## src/rtl/pattern_detector_param.sv

```systemverilog
// Parametrised serial pattern detector.
// Samples one bit per qualified clock and compares the last PAT_LEN bits against a
// run-time loadable pattern. y is a registered one-cycle match pulse.
// Overlapping and non-overlapping detection are both supported.
// Optional feature: define PATDET_MATCH_COUNT_EN to build the saturating match counter.
// Without that macro, match_cnt is tied to zero.
module pattern_detector_param #(
  parameter int unsigned                PAT_LEN = 4,
  parameter logic        [PAT_LEN-1:0] PATTERN = 4'b1101,
  parameter int unsigned                CNT_W   = 8
) (
  input  logic               clk,
  input  logic               rst,
  input  logic               in_valid,
  input  logic               a,
  input  logic               overlap,
  input  logic               pat_load,
  input  logic [PAT_LEN-1:0] pat_in,
  output logic               y,
  output logic [CNT_W-1:0]   match_cnt
);

  localparam int unsigned FW = $clog2(PAT_LEN + 1);

  // Only the newest PAT_LEN-1 bits are kept: the oldest bit of a PAT_LEN window
  // shifts out on the very edge it would be compared, so it is never observed.
  logic [PAT_LEN-1:0] r_pat;
  logic [PAT_LEN-2:0] r_hist;
  logic [FW-1:0]      r_fill;
  logic               r_y;

  logic [PAT_LEN-1:0] w_pat_nxt;
  logic [PAT_LEN-2:0] w_hist_nxt;
  logic [FW-1:0]      w_fill_nxt;
  logic               w_y_nxt;
  logic [PAT_LEN-1:0] w_window;
  logic               w_match;

  // Window formed by the stored history plus the bit being sampled this cycle.
  assign w_window = {r_hist, a};
  assign w_match  = in_valid && !pat_load
                    && (r_fill >= FW'(PAT_LEN - 1))
                    && (w_window == r_pat);

  // Next-state for pattern, history, fill level and match pulse; pat_load wins.
  always_comb begin
    w_pat_nxt  = r_pat;
    w_hist_nxt = r_hist;
    w_fill_nxt = r_fill;
    w_y_nxt    = 1'b0;
    if (pat_load) begin
      w_pat_nxt  = pat_in;
      w_hist_nxt = '0;
      w_fill_nxt = '0;
    end else if (in_valid) begin
      w_hist_nxt = w_window[PAT_LEN-2:0];
      if (r_fill != FW'(PAT_LEN)) begin
        w_fill_nxt = r_fill + FW'(1);
      end
      if (w_match) begin
        w_y_nxt = 1'b1;
        // Non-overlapping mode: require a full fresh window before the next match.
        if (!overlap) begin
          w_fill_nxt = '0;
        end
      end
    end
  end

  // State registers with asynchronous reset to the power-on pattern.
  always_ff @(posedge clk or posedge rst) begin
    if (rst) begin
      r_pat  <= PATTERN;
      r_hist <= '0;
      r_fill <= '0;
      r_y    <= 1'b0;
    end else begin
      r_pat  <= w_pat_nxt;
      r_hist <= w_hist_nxt;
      r_fill <= w_fill_nxt;
      r_y    <= w_y_nxt;
    end
  end

  assign y = r_y;

`ifdef PATDET_MATCH_COUNT_EN
  logic [CNT_W-1:0] r_cnt;
  logic [CNT_W-1:0] w_cnt_nxt;

  // Saturating match counter, cleared by a pattern load.
  always_comb begin
    w_cnt_nxt = r_cnt;
    if (pat_load) begin
      w_cnt_nxt = '0;
    end else if (w_match && (r_cnt != {CNT_W{1'b1}})) begin
      w_cnt_nxt = r_cnt + CNT_W'(1);
    end
  end

  // Counter register.
  always_ff @(posedge clk or posedge rst) begin
    if (rst) begin
      r_cnt <= '0;
    end else begin
      r_cnt <= w_cnt_nxt;
    end
  end

  assign match_cnt = r_cnt;
`else
  assign match_cnt = '0;
`endif

endmodule

```

## config.mk

```make
export PLATFORM = sky130hd
export DESIGN_NAME = pattern_detector_param
export DESIGN_NICKNAME = d
export VERILOG_FILES = /design/src/rtl/pattern_detector_param.sv
export SDC_FILE = /design/constraint.sdc
export NUM_CORES = 1
export LEC_CHECK = 0
export ABC_AREA = 1
export ABC_CLOCK_PERIOD_IN_PS = 2530
export BUFFER_PORTS_ARGS = -buffer_cell sky130_fd_sc_hd__buf_2
export CORE_MARGIN = 5
export CORE_UTILIZATION = 45
export CTS_CLUSTER_SIZE = 40
export DETAILED_ROUTE_END_ITERATION = 6
export HOLD_SLACK_MARGIN = 0.12
export PLACE_DENSITY = 0.77
export SLEW_MARGIN = 20
export SYNTH_ARGS = -nofsm -noshare
export SYNTH_HDL_FRONTEND = slang
export SYNTH_SLANG_ARGS = --single-unit
```

## constraint.sdc

```tcl
create_clock -name clk -period 2.53 [get_ports clk]
set_clock_uncertainty 0.2 [all_clocks]
set_input_delay 0.3795 -clock clk [delete_from_list [all_inputs] [get_ports clk]]
set_output_delay 0.3795 -clock clk [all_outputs]
set_load 0.1 [all_outputs]
```

==> Word-level counts from Yosys, hierarchy flattened <==
Cells that the tools add are included.
{ "totals": {"ff_bits": 11, "output_inout_bits": 9, "elab_cells": 23} }
{ "op_classes": {"n_addsub": 1, "magnitude_cmp": 1, "eq_ne": 2, "mux": 10, "reduce_logical": 5} }
{ "ops": {"columns": ["op", "n"], "rows": [
  ["$mux 3", 7],
  ["$eq 4x4->1", 1],
  ["$add 3x1->3 const B", 1],
  ["$ge 3x2->1 const B", 1],
  ["$logic_and 1x1->1", 3],
  ["$mux 1", 3],
  ["$ne 3x3->1 const B", 1],
  ["$reduce_bool 2->1", 1],
  ["$logic_not 1->1", 1]
]} }

==> Logic depth before layout (Yosys ltp) <==
Gate-level depths: netlist (run 1).
{ "depth": {"word_depth": 7, "mapped_depth": 9, "mapped_depth_nobuf": 9} }

==> Worst setup path after synthesis (run 1) <==
OpenSTA, ideal clock, no wires.
{ "synth_timing": {"kind": "flip-flop to output port", "from": "register r_y, in the netlist y", "to": "output y", "t_arrival_ps": 883, "t_required_ps": 1951, "slack_ps": 1067, "stages_incl_launch_ff": 1, "n_path_buf": 0, "cell_sequence": "dfrtp_1"} }
{ "synth_lines": {"columns": ["element", "line", "rtl"], "rows": [
  ["start, declared", "30", "logic r_y;"],
  ["start signal, assigned", "81", "r_y <= w_y_nxt;"],
  ["end, declared", "19", "output logic y,"]
]} }
No word-level cell between the ends.

==> Final worst setup path (run 1) <==
{ "layout_timing": {"from": "register r_y, in the netlist y", "to": "output y"} }
No word-level cell between the ends.

==> results.yml, run 1 <==
power:
  powerDensity_mw_per_mm2: 565.2
  leakagePower_uw: 0.0004096
  vdd_ir_drop_max_mv: 0.2955
clock_tree:
  cts.path.max_buffers: 2
  clk_latency_ns: 0.27
  clkTransAtPathRegs_ns: 0.07
  cts_root_buffer: "clkbuf_4"
  cts_tree: "yes"
  post_cts_resized: 0
  cts_buffers: 3
  cts_hold_buf: 3
  post-cts-setup-buffers: 0
  cts_sinks: 11
  htree_levels: 1
sta:
  clock.fmax_mhz: 632.3
  hold_viol_final: 0
  finalSetupViolations: 0
  setup_tns_ns: 0
  rsz0062_at_grt: "no"
  slew_violations: 0
  fin_crit_sh_pct: 62.51
  fin_crit_ns: 1.582
finish:
  antennaDiodeCount: 0
  fin_nets: 115
  drive_above_1_share_pct: 20.79
  multi_input_area_um2: 297.8
  fillCellCount: 154
  final_common_cell: "nand2_1"
  area_growth_pct: 11.99
  ff_latch_area_um2: 279.0
  final_cell_mix: "nand2_1 (25), inv_1 (15), buf_2 (10), conb_1 (8), dfrtp_1 (8)"
  instances_no_fill: 117
global_route:
  antenna_found_initial: 0
  first_global_vias: 461
  grt_max_degree: 12
  grt_first_pass_wirelength_um: 1952
  grt_usage_pct: 11.12
  grt_overflow: 0
synth:
  async_reset_ff_share_pct: 100.0
  yosys_warnings: 0
  syn_area_per_cell_um2: 7.885
  synthFlopType: "dfrtp_1"
  synth.yosys.seq_area_share_pct: 41.14
  synth-edff-count: 0
  syn_inst: 86
  synth-seq-cells: 11
  yosysUniqueCellTypes: 19
  synthesis.area_um2: 678.2
run:
  max_cap_violations: 0
die:
  die_w_um: 48.82
  boundaryPins: 19
  die-height_um: 48.82
  fp-row-count: 14
  start_util_pct: 46.09
  core_area_mm2: 0.001471
  die_area_mm2: 0.002383
worst_setup_path:
  worst-path-max-fanout: 1
  crit_type: "register to output pin"
  reg2reg_slack_ns: 1.00
  crit_arrival_ns: 1.00
  cp_top_family: "buffers and inverters"
  worst-path-buf-inv: 1
  setup.worst_path.start: "y$_DFF_PP0_"
  critPathCaptureType: "output pin"
  start_kind: "register"
  required_ns: 1.95
  cpPeakStageDelay_ns: 0.41
  cp_cell_sequence: "buf_2"
  crit_slowest_cell: "buf_2"
  timing.rr.start: "r_fill[0]$_DFFE_PP0P_"
detailed_routing:
  drt-initial-drc-count: 9
  postRouteAntennaNets: 0
  wirelength_um: 1186
  vias_per_cell: 4.607
  first_pass_iters: 4
  wl_per_cell_um: 10.14
  vias: 539
  drc_errors: 0
hold_path:
  hold_path.class: "input port to register"
  hp-start: "pat_in[1]"
placed_design:
  place_hpwl_um: 929.2
  place.gp.congestion: 0.7623
  dp_cells: 110
  portBuffers: 10
outcome:
  status: "complete, no violations"
[per-stage QoR]
| stage | utilization, % | worst slack [ns] | power, µW | cell area (µm²) | hold slack, ns |
|---|---|---|---|---|---|
| after detailed placement | 47.79 | 0.9848 | 311.1 | 703.2 | 0.1776 |
| after global placement | 47.79 | 1.034 | 307.6 | 703.2 | 0.1837 |
| after CTS | 51.62 | 0.9355 | 435.1 | 759.5 | 0.1344 |
| after global routing | 51.62 | 0.8886 | 452.8 | 759.5 | 0.1668 |
| after floorplan | - | 1.067 | 304.3 | 704.4 | 0.02979 |
| final | 51.62 | 0.9484 | 429.2 | 759.5 | 0.1354 |
[path summary, 6_finish.rpt]
check                                        end  depth (start not counted)
setup reg to reg           r_fill[0]$_DFFE_PP0P_                          9
min in group asynchronous  r_hist[2]$_DFFE_PP0P_                          3
setup / recovery                               y                          1
hold reg to reg             r_pat[3]$_DFFE_PP1P_                          2
hold / removal              r_pat[1]$_DFFE_PP0P_                          3
max in group asynchronous   r_pat[0]$_DFFE_PP1P_                          3
[cells by family (layout without fill, tap and decap cells)]
group	after synthesis	in the layout	synth area share [%]
and+or+nand+nor	36	36	24.72
adders and majority gates	3	3	5.536
DFF	11	11	41.14
AOI/OAI and AO/OA	10	10	7.933
other	1	8	0.5530
xor gates and xnor gates	1	1	1.292
buffers and inverters	24	32	18.82
[cell usage after synthesis (2+ instances only)]
cell / n / area share, %
nand3_2: 2 / 3.0
dfstp_2: 3 / 12
nand2_1: 25 / 14
dfrtp_1: 8 / 30
inv_1: 15 / 8.3
o22ai_1: 3 / 2.8
buf_4: 8 / 8.9
o21ai_0: 4 / 3.0
a21oi_1: 3 / 2.2
ha_1: 3 / 5.5
nor2_1: 4 / 2.2
[registers in the layout, indices dropped and copies added, names as in the netlist]
signal and flops:
r_pat 4, y 1, r_fill 3, r_hist 3
[layout make-up]
class	count	area share [%]
Inverter	15	7.414
Clock buffer	4	3.460
Timing Repair Buffer	13	10.54
Multi-Input combinational cell	58	39.21
Tap cell	16	2.636
Sequential cell	11	36.74
[routing by layer]
metal / part of all wire, % / global-route usage (%) / up-vias
met5: 0 / 0 / -
met4: 2.7 / 6.726 / 0
met3: 7.0 / 5.810 / 4
met2: 50 / 16.96 / 15
met1: 40 / 12.07 / 238
li1: - / - / 282
[where the power goes]
part | internal, µW | switching (µW) | total (µW)
sequential | 190 | 9.97 | 200
combinational | 24.5 | 87.2 | 112
clock | 61.0 | 56.2 | 117
total | 276 | 153 | 429
(Power assumes the default switching activity.)
==> run 2: changes to the inputs <==
--- a/config.mk
+++ b/config.mk
@@ -6,14 +6,14 @@
 export NUM_CORES = 1
 export LEC_CHECK = 0
 export ABC_AREA = 1
-export ABC_CLOCK_PERIOD_IN_PS = 2530
+export ABC_CLOCK_PERIOD_IN_PS = 1450
 export BUFFER_PORTS_ARGS = -buffer_cell sky130_fd_sc_hd__buf_2
 export CORE_MARGIN = 5
-export CORE_UTILIZATION = 45
+export CORE_UTILIZATION = 44
 export CTS_CLUSTER_SIZE = 40
 export DETAILED_ROUTE_END_ITERATION = 6
 export HOLD_SLACK_MARGIN = 0.12
-export PLACE_DENSITY = 0.77
+export PLACE_DENSITY = 0.79
 export SLEW_MARGIN = 20
 export SYNTH_ARGS = -nofsm -noshare
 export SYNTH_HDL_FRONTEND = slang
==> constraint.sdc (replaced) <==
create_clock -name clk -period 1.45 [get_ports clk]
set_clock_uncertainty 0.2 [all_clocks]
set_input_delay 0.2175 -clock clk [delete_from_list [all_inputs] [get_ports clk]]
set_output_delay 0.2175 -clock clk [all_outputs]
set_load 0.1 [all_outputs]
==> results.yml, run 2 (synthesis gave the netlist of run 1 again) <==
clock_tree:
  clk_latency_ns: 0.27
  clkTransAtPathRegs_ns: 0.07
  cts_root_buffer: "clkbuf_4"
  cts_buffers: 3
  cts_hold_buf: 9
  cts_sinks: 11
  cts_tree: "yes"
  cts.path.max_buffers: 2
  htree_levels: 1
worst_setup_path:
  worst-path-max-fanout: 3
  cpPeakStageDelay_ns: 0.36
  crit_path_frequent_cell: "nand2_1"
  cp_top_family: "simple AND/OR/NAND/NOR gates"
  start_kind: "register"
  crit_type: "register to register"
  crit_slowest_cell: "dfrtp_1"
  crit_arrival_ns: 1.42
  worst-path-buf-inv: 0
  required_ns: 1.42
  cp_cell_sequence: "ha_2 -> ha_4 -> nor2_2 -> nand2_1 -> nand3_2 -> nor2_2 -> nand3_2 -> nand2_1 -> nand2_1"
  critPathCaptureType: "register"
outcome:
  status: "finished with violations"
  violations: "negative setup slack"
finish:
  antennaDiodeCount: 0
  final_common_cell: "nand2_1"
  drive_above_1_share_pct: 26.79
  top_regs: "r_pat x4, r_fill x3, r_hist x3"
  largest_register_ff_count: 4
  area_growth_pct: 31.55
  fin_nets: 126
  final_cell_mix: "nand2_1 (24), inv_1 (15), dlygate4sd3_1 (9), buf_2 (9)"
  max_flop_register: "r_pat"
detailed_routing:
  drc_errors: 0
  first_pass_iters: 1
  postRouteAntennaNets: 0
  wl_per_cell_um: 10.16
  wirelength_um: 1301
  drt-initial-drc-count: 0
  vias_per_cell: 4.422
  vias: 566
power:
  seqPwrFrac_pct: 43.3
  leakagePower_uw: 0.0004636
  switching_share_pct: 35.93
  vdd_ir_drop_max_mv: 0.4462
  switchingPower_uw: 284.9
  p_int_uw: 508.0
  power_uw: 792.9
  comb_power_share_pct: 29.6
  clkPwrFrac_pct: 27.1
  powerDensity_mw_per_mm2: 888.7
die:
  start_util_pct: 45.55
  fp-row-count: 14
  core_area_mm2: 0.001489
  die-height_um: 49.26
  die_area_mm2: 0.002427
  die_w_um: 49.26
  boundaryPins: 19
hold_path:
  hold_path.class: "input port to register"
sta:
  setup_tns_ns: -0.002639
  finalSetupViolations: 2
  timing.final.ws_setup_ns: -0.001836
  fin_crit_ns: 1.452
  rsz0062_at_grt: "yes"
  fin_crit_sh_pct: 100.1
  hold_viol_final: 0
  clock.fmax_mhz: 688.8
  hold_ws_ns: 0.06478
  slew_violations: 0
global_route:
  grt_first_pass_wirelength_um: 2290
  grt_usage_pct: 12.54
  grt_max_degree: 12
  first_global_vias: 589
  grt_overflow: 0
  antenna_found_initial: 0
run:
  max_cap_violations: 0
placed_design:
  place.gp.congestion: 0.7996
  portBuffers: 10
  place_hpwl_um: 918.4
==> run 2: cell types whose count changed in the layout (fill, tap and decap cells not counted) <==
cell and delta:
buf_12 +1, dlygate4sd3_1 +6, o21ai_1 +1, nand2_2 +1, ha_2 +1, nor2_2 +1, ha_1 -2, o21ai_0 -1
nand2_1 -1, buf_4 +5, buf_2 -1, nor2_1 -1, ha_4 +1
==> run 2: metrics by stage <==
stage	std cells	utilization (%)	worst slack, ns	instance area (µm²)
after floorplan	93	-	0.01622	704.4
final	128	59.92	-0.001836	892.1
after global routing	128	59.92	-0.1108	892.1
after CTS	127	59.08	-0.04192	879.6
after detailed placement	113	49.75	-0.04095	740.7
after global placement	113	49.75	-0.005105	740.7
==> run 2: path summary, 6_finish.rpt <==
path,to,slack [ns],cells after the start,start
worst max-delay path,r_fill[2]$_DFFE_PP0P_,-0.002,9,r_fill[1]$_DFFE_PP0P_
min in group asynchronous,r_hist[1]$_DFFE_PP0P_,0.27,3,rst
worst min-delay path,y$_DFF_PP0_,0.06,4,pat_load
worst min register to register,r_pat[2]$_DFFE_PP1P_,0.28,2,r_pat[2]$_DFFE_PP1P_
worst max register to register,r_fill[2]$_DFFE_PP0P_,-0.002,9,r_fill[1]$_DFFE_PP0P_
max in group asynchronous,r_pat[0]$_DFFE_PP1P_,0.45,3,rst
==> run 2: final cells by class <==
type,instances,area [µm²]
fillers,129,596.8
multi-input cells,58,317.8
flip-flops and latches,11,279.0
repair buffers,24,192.7
inverters,15,56.30
clock buffers,4,26.28
well taps,16,20.02
==> run 2: worst min-delay path, cell delays in order <==
cell	delay (ns)
buf_2	0.12
nor2_4	0.05
nand3_2	0.07
nor4_1	0.04
==> run 2: power groups by stage <==
stage / Clock, µW / Combinational (µW) / Sequential (µW)
after floorplan: 0 / 180 / 351
after global placement: 0 / 199 / 349
after detailed placement: 0 / 201 / 350
after CTS: 220 / 227 / 344
after global routing: 235 / 257 / 346
final: 215 / 234 / 343
==> run 2: per-layer routing <==
| metal | wire length (µm) | part of all wire, % | vias up | track usage, % |
|---|---|---|---|---|
| met5 | 0 | 0 | - | 0 |
| met4 | 55 | 4.2 | 0 | 10.76 |
| met1 | 550 | 42 | 250 | 13.42 |
| li1 | - | - | 299 | - |
| met2 | 634 | 49 | 12 | 20.17 |
| met3 | 60 | 4.6 | 5 | 3.058 |
==> run 2: timing repair <==
| action | in CTS | in global routing |
|---|---|---|
| hold endpoints to repair | 22 | 1 |
| gates resized for setup | 3 | 3 |
| pin swaps | 1 | 2 |
| setup endpoints to repair | 3 | 4 |
| setup buffers | 1 | 1 |
